--- config.mk ---
export PLATFORM = sky130hd
export DESIGN_NAME = rob_commit
export DESIGN_NICKNAME = d
export VERILOG_FILES = /design/src/rtl/rob_commit.sv
export SDC_FILE = /design/constraint.sdc
export NUM_CORES = 2
export LEC_CHECK = 0
export ABC_CLOCK_PERIOD_IN_PS = 11890
export CAP_MARGIN = 10
export CORE_MARGIN = 3
export CORE_UTILIZATION = 34
export DETAILED_ROUTE_END_ITERATION = 7
export DONT_BUFFER_PORTS = 1
export PLACE_DENSITY_LB_ADDON = 0.25
export SETUP_SLACK_MARGIN = 0.1
export SYNTH_ARGS = -nofsm -noshare
export SYNTH_HDL_FRONTEND = slang
export SYNTH_SLANG_ARGS = --single-unit
--- constraint.sdc ---
create_clock -name clk -period 11.89 [get_ports clk]
set_input_delay 1.189 -clock clk [delete_from_list [all_inputs] [get_ports clk]]
set_output_delay 1.189 -clock clk [all_outputs]
set_load 0.01 [all_outputs]
--- src/rtl/rob_commit.sv ---
// In-order reorder buffer: dispatch, writeback, in-order retire, branch squash.
// Define ROB_EXC_EN to add writeback exceptions that flush the whole buffer.
module rob_commit #(
  parameter int N_PHYS    = 64,
  parameter int ROB_TAG_W = 6,
  localparam int PW = $clog2(N_PHYS),
  localparam int TW = ROB_TAG_W,
  localparam int D  = 2**ROB_TAG_W
) (
  input  logic          clk,
  input  logic          rst,
  input  logic          disp_valid_i,
  output logic          disp_ready_o,
  input  logic [TW-1:0] disp_tag_i,
  input  logic          disp_rd_used_i,
  input  logic [4:0]    disp_rd_arch_i,
  input  logic [PW-1:0] disp_rd_new_p_i,
  input  logic [PW-1:0] disp_rd_old_p_i,
  input  logic          wb_valid_i,
  input  logic [TW-1:0] wb_tag_i,
  input  logic          recover_i,
  input  logic [TW-1:0] recover_tag_i,
  output logic          commit_valid_o,
  output logic [TW-1:0] commit_tag_o,
  output logic [4:0]    commit_rd_arch_o,
  output logic [PW-1:0] commit_rd_p_o,
  output logic          free_valid_o,
  output logic [PW-1:0] free_preg_o,
  output logic [TW:0]   count_o,
  output logic          empty_o,
  output logic          full_o,
`ifdef ROB_EXC_EN
  input  logic          wb_exc_i,
  output logic          exc_valid_o,
  output logic [TW-1:0] exc_tag_o,
`endif
  output logic          tag_err_o
);

  logic [TW-1:0] head, tail;
  logic [TW:0]   count, count_nxt;
  logic [D-1:0]  valid, valid_nxt;
  logic [D-1:0]  done, done_nxt;
  logic [D-1:0]  squash;
  logic [D-1:0]  used;
  logic [4:0]    arch  [D];
  logic [PW-1:0] new_p [D];
  logic [PW-1:0] old_p [D];

  logic accept, com, exc_now;
  logic rec_ok, rec_err, wb_drop, wb_set, wb_err;
  logic [TW-1:0] rec_age;

  function automatic logic [TW-1:0] rel(input logic [TW-1:0] t,
                                        input logic [TW-1:0] h);
    return t - h;
  endfunction

`ifdef ROB_EXC_EN
  logic [D-1:0] exc, exc_nxt;
  assign exc_now = valid[head] && done[head] && exc[head];
  assign disp_ready_o = !full_o && !recover_i && !exc_now;
`else
  assign exc_now = 1'b0;
  assign disp_ready_o = !full_o && !recover_i;
`endif

  assign count_o = count;
  assign empty_o = (count == '0);
  assign full_o  = (count == (TW+1)'(D));

  assign accept  = disp_valid_i && disp_ready_o;
  assign com     = valid[head] && done[head] && !exc_now;
  assign rec_ok  = recover_i && valid[recover_tag_i] && !exc_now;
  assign rec_err = recover_i && !valid[recover_tag_i];
  assign rec_age = rel(recover_tag_i, head);
  assign wb_drop = rec_ok && (rel(wb_tag_i, head) > rec_age);
  assign wb_err  = wb_valid_i && !valid[wb_tag_i];
  assign wb_set  = wb_valid_i && valid[wb_tag_i] && !wb_drop && !exc_now;

  // Age is measured from head so squash works across the wrap point.
  always_comb begin
    squash = '0;
    for (int i = 0; i < D; i++)
      squash[i] = rec_ok && (rel(TW'(i), head) > rec_age);
  end

  always_comb begin
    valid_nxt = valid;
    if (com) valid_nxt[head] = 1'b0;
    valid_nxt = valid_nxt & ~squash;
    if (accept) valid_nxt[tail] = 1'b1;
    if (exc_now) valid_nxt = '0;
  end

  always_comb begin
    done_nxt = done;
    if (accept) done_nxt[tail] = 1'b0;
    if (wb_set) done_nxt[wb_tag_i] = 1'b1;
  end

`ifdef ROB_EXC_EN
  always_comb begin
    exc_nxt = exc;
    if (accept) exc_nxt[tail] = 1'b0;
    if (wb_set) exc_nxt[wb_tag_i] = wb_exc_i;
  end
`endif

  always_comb begin
    count_nxt = count + {{TW{1'b0}}, accept} - {{TW{1'b0}}, com};
    if (rec_ok)
      count_nxt = {1'b0, rec_age} + (TW+1)'(1) - {{TW{1'b0}}, com};
    if (exc_now)
      count_nxt = '0;
  end

  always_ff @(posedge clk) begin
    if (rst) begin
      head             <= '0;
      tail             <= '0;
      count            <= '0;
      valid            <= '0;
      done             <= '0;
      commit_valid_o   <= 1'b0;
      commit_tag_o     <= '0;
      commit_rd_arch_o <= '0;
      commit_rd_p_o    <= '0;
      free_valid_o     <= 1'b0;
      free_preg_o      <= '0;
      tag_err_o        <= 1'b0;
`ifdef ROB_EXC_EN
      exc              <= '0;
      exc_valid_o      <= 1'b0;
      exc_tag_o        <= '0;
`endif
    end else begin
      valid            <= valid_nxt;
      done             <= done_nxt;
      count            <= count_nxt;
      commit_valid_o   <= com;
      commit_tag_o     <= com ? head : '0;
      commit_rd_arch_o <= com ? arch[head] : '0;
      commit_rd_p_o    <= com ? new_p[head] : '0;
      free_valid_o     <= com && used[head] && (old_p[head] != '0);
      free_preg_o      <= (com && used[head]) ? old_p[head] : '0;
      if (com) head <= head + TW'(1);
      if (rec_ok) tail <= recover_tag_i + TW'(1);
      else if (accept) tail <= tail + TW'(1);
      if ((accept && disp_tag_i != tail) || wb_err || rec_err)
        tag_err_o <= 1'b1;
`ifdef ROB_EXC_EN
      exc         <= exc_nxt;
      exc_valid_o <= exc_now;
      exc_tag_o   <= exc_now ? head : '0;
      if (exc_now) tail <= head;
`endif
    end
  end

  // Payload needs no reset: valid gates every use.
  always_ff @(posedge clk) begin
    if (accept) begin
      used[tail]  <= disp_rd_used_i;
      arch[tail]  <= disp_rd_arch_i;
      new_p[tail] <= disp_rd_new_p_i;
      old_p[tail] <= disp_rd_old_p_i;
    end
  end

endmodule

==> results.toml <==
[outcome]
status = "finished, final reports clean"

[hold_path]
hold_path.startpoint = "done[47]"
hold_path_end = "done[47]"
min_path_cells = 2
hold_class = "reg -> reg"

[setup_path]
start_kind = "flop"
cp.arrival_ps = 6080
cp-end-kind = "flop"
timing.rr.end = "done[30]"
r2r_cells = 14
rrSetupSlack_ps = 6410
path_class = "reg -> reg"
cp_max_fo = 64
critPathRequiredTime_ps = 12490
r2r-start = "head[2]"

[sta]
finalClockSkew_ps = 37.0
rsz0062_at_grt = "false"
final_hold_viol_count = 0
fin_crit_sh = 0.461
worstMarginPinSlew_ps = 1360
fmax_ghz = 0.183
post-route-min-period_ps = 5480
tns_ps = 0
finalSetupViolations = 0
max_slew_margin = 0.0911
slew_violations = 0

[cts]
cts_tree = "done"
postCtsSetupBuffers = 0
h-tree-depth = 4
clk_pin_slew_worst_paths_ps = 60
cts-resized-gates = 0
cts_buffer_depth = 3
ctsHoldBuffers = 0
clk_latency_ps = 790
cts_sinks = 1331
numCtsBuffers = 140
cts_root_buf = "clkbuf_16"

[floorplanning]
coreArea_sq_um = 168000
num_rows = 150
die_y_microns = 418
pin_count = 77
die_area_sq_um = 175000
die_w_microns = 418
initial_core_util = 0.344

[global_route]
grt_pass1_wl_microns = 247000
grt_pass1_vias = 33100
track_usage = 0.196
grt_antenna_before_repair = 1
grt_max_degree = 172
grt-ovfl-total = 0

[power_and_ir_drop]
power.density_nw_per_um2 = 153
seqPwrFrac = 0.510
power_frac_comb = 0.040
clockPowerShare = 0.450
p_switching_mw = 2.18
p_sw_frac = 0.218
vdd_drop_max_v = 0.000149
p_int_mw = 7.85
total_leakage_power_nw = 20.6

[detailed_routing]
post_drt_via_cell_ratio = 5.66
drtIter0Drc = 3953
wirelength_microns = 172000
dr.pass1.iters = 6
wl_per_cell_microns = 29.2
ant_nets = 0
drc = 0
vias = 33300

[final_layout]
drive_above_1_share = 0.207
final_cell_mix = "edfxtp_1 (1,152), mux4_2 (375), nand2_1 (266)"
final-instance-count-excl-fill = 5873
synthToLayoutAreaGrowth_pct = 13.2
fin_util = 0.389
final_common_cell = "edfxtp_1"
fin_nets = 3721

[logic_synthesis]
syn_area_sq_um = 57700
syn_inst = 3494
yosysUniqueCellTypes = 73
synth-edff-count = 1152
synth_nets = 3664
ys_seq_area_frac = 0.661
synth_seq_cells = 1331
yosys_most_used_dff = "edfxtp_1"
synth_area_leaders = "edfxtp_1 (60%), mux4_2 (15%), dfxtp_1 (6.2%), ha_1 (2.7%), nand2_1 (1.7%)"
synthArstFlopShare = 0
synth_area_leader_cell = "edfxtp_1"
synth_warnings = 0
synth_top_area_share = 0.599
synth_area_per_cell_sq_um = 16.5

[placed_design]
place_hpwl_microns = 106000
gp_congestion = 0.939
port_buffers = 0
placedCellCount = 5611

[flow_run]
drv_cap = 0
[per-layer routing]
metal / share of wire / GRT usage / up-vias
met5: 0 / 0 / -
met1: 0.43 / 0.277 / 17500
li1: - / - / 14100
met2: 0.46 / 0.301 / 1361
met3: 0.082 / 0.0448 / 292
met4: 0.033 / 0.0628 / 0
[per-stage QoR]
stage               power, mW  worst slack (ps)  hold slack, ps  cell area [sq um]
detailed placement       5.61              6370             462              60600
floorplan                5.50              6950             448              57700
global route             10.4              6020             426              65400
finish                   10.0              6410             475              65400
global placement         5.61              6420             459              60600
CTS                      10.1              6360             420              65300
[worst max-delay path: stages, from the launching register on]
cell and delay [ps]:
dfxtp_4 710, clkinv_1 690, ha_1 570, o21a_1 190, o31a_1 120, o32a_1 190
nand2_2 60, buf_4 510, inv_1 140, ha_1 340, nand3_1 90, or3_1 350
a211oi_1 320, a31o_4 650, o32ai_1 210
[power groups by stage]
stage | combinational, mW | sequential (mW) | clock [mW]
floorplan | 0.293 | 5.21 | 0
global placement | 0.391 | 5.22 | 0
detailed placement | 0.394 | 5.22 | 0
CTS | 0.396 | 5.12 | 4.61
global route | 0.439 | 5.12 | 4.79
finish | 0.400 | 5.12 | 4.51
[sequential cells by signal, indices dropped and copies added (netlist names), named ones only]
register          flops
free_valid_o          1
free_preg_o           6
commit_rd_p_o         6
used                 64
commit_rd_arch_o      5
commit_valid_o        1
commit_tag_o          6
head                  6
new_p               384
count_o               7
arch                320
valid                64
tag_err_o             1
tail                  6
old_p               384
done                 64
[cell usage after synthesis, types with 22 or more instances]
cell type,instances
edfxtp_1,1152
mux4_2,375
nand2_1,267
dfxtp_1,179
ha_1,125
inv_1,120
a21oi_1,111
nor2_1,108
clkbuf_1,101
o21ai_0,84
xnor2_1,71
nor2b_1,56
nand3b_1,44
buf_1,42
nor3_1,40
o21ai_1,40
buf_2,33
o32ai_1,32
and2_1,31
maj3_1,31
o22ai_1,31
nor4_1,27
a22oi_1,25
a21o_1,24
a221oi_1,24
mux2i_1,22
o31ai_1,22
[final cells by class]
cell class,count,area [sq um]
Antenna cell,1,2.50
Clock buffer,189,3810
Clock inverter,70,976
Fill cell,15200,103000
Inverter,126,478
Multi-Input combinational cell,1849,18400
Sequential cell,1331,38200
Tap cell,2204,2760
Timing Repair Buffer,103,790
[cells by family after synthesis]
kind of cell | count (synthesis) | share of synthesized area
muxes | 399 | 0.151
xor gates and xnor gates | 90 | 0.0137
and+or+nand+nor | 665 | 0.0563
buffers and inverters | 314 | 0.0225
AOI/OAI and AO/OA | 535 | 0.0617
adders and majority gates | 160 | 0.0339
DFF | 1331 | 0.661
[how the worst max path moves through the flow]
stage | endpoint | from
global placement | free_preg_o[0] | head[1]
floorplan | done[14] | head[4]
detailed placement | free_valid_o | head[1]
finish | done[30] | head[2]
CTS | done[36] | head[2]
global route | done[17] | head[2]
(Power assumes the default switching activity.)
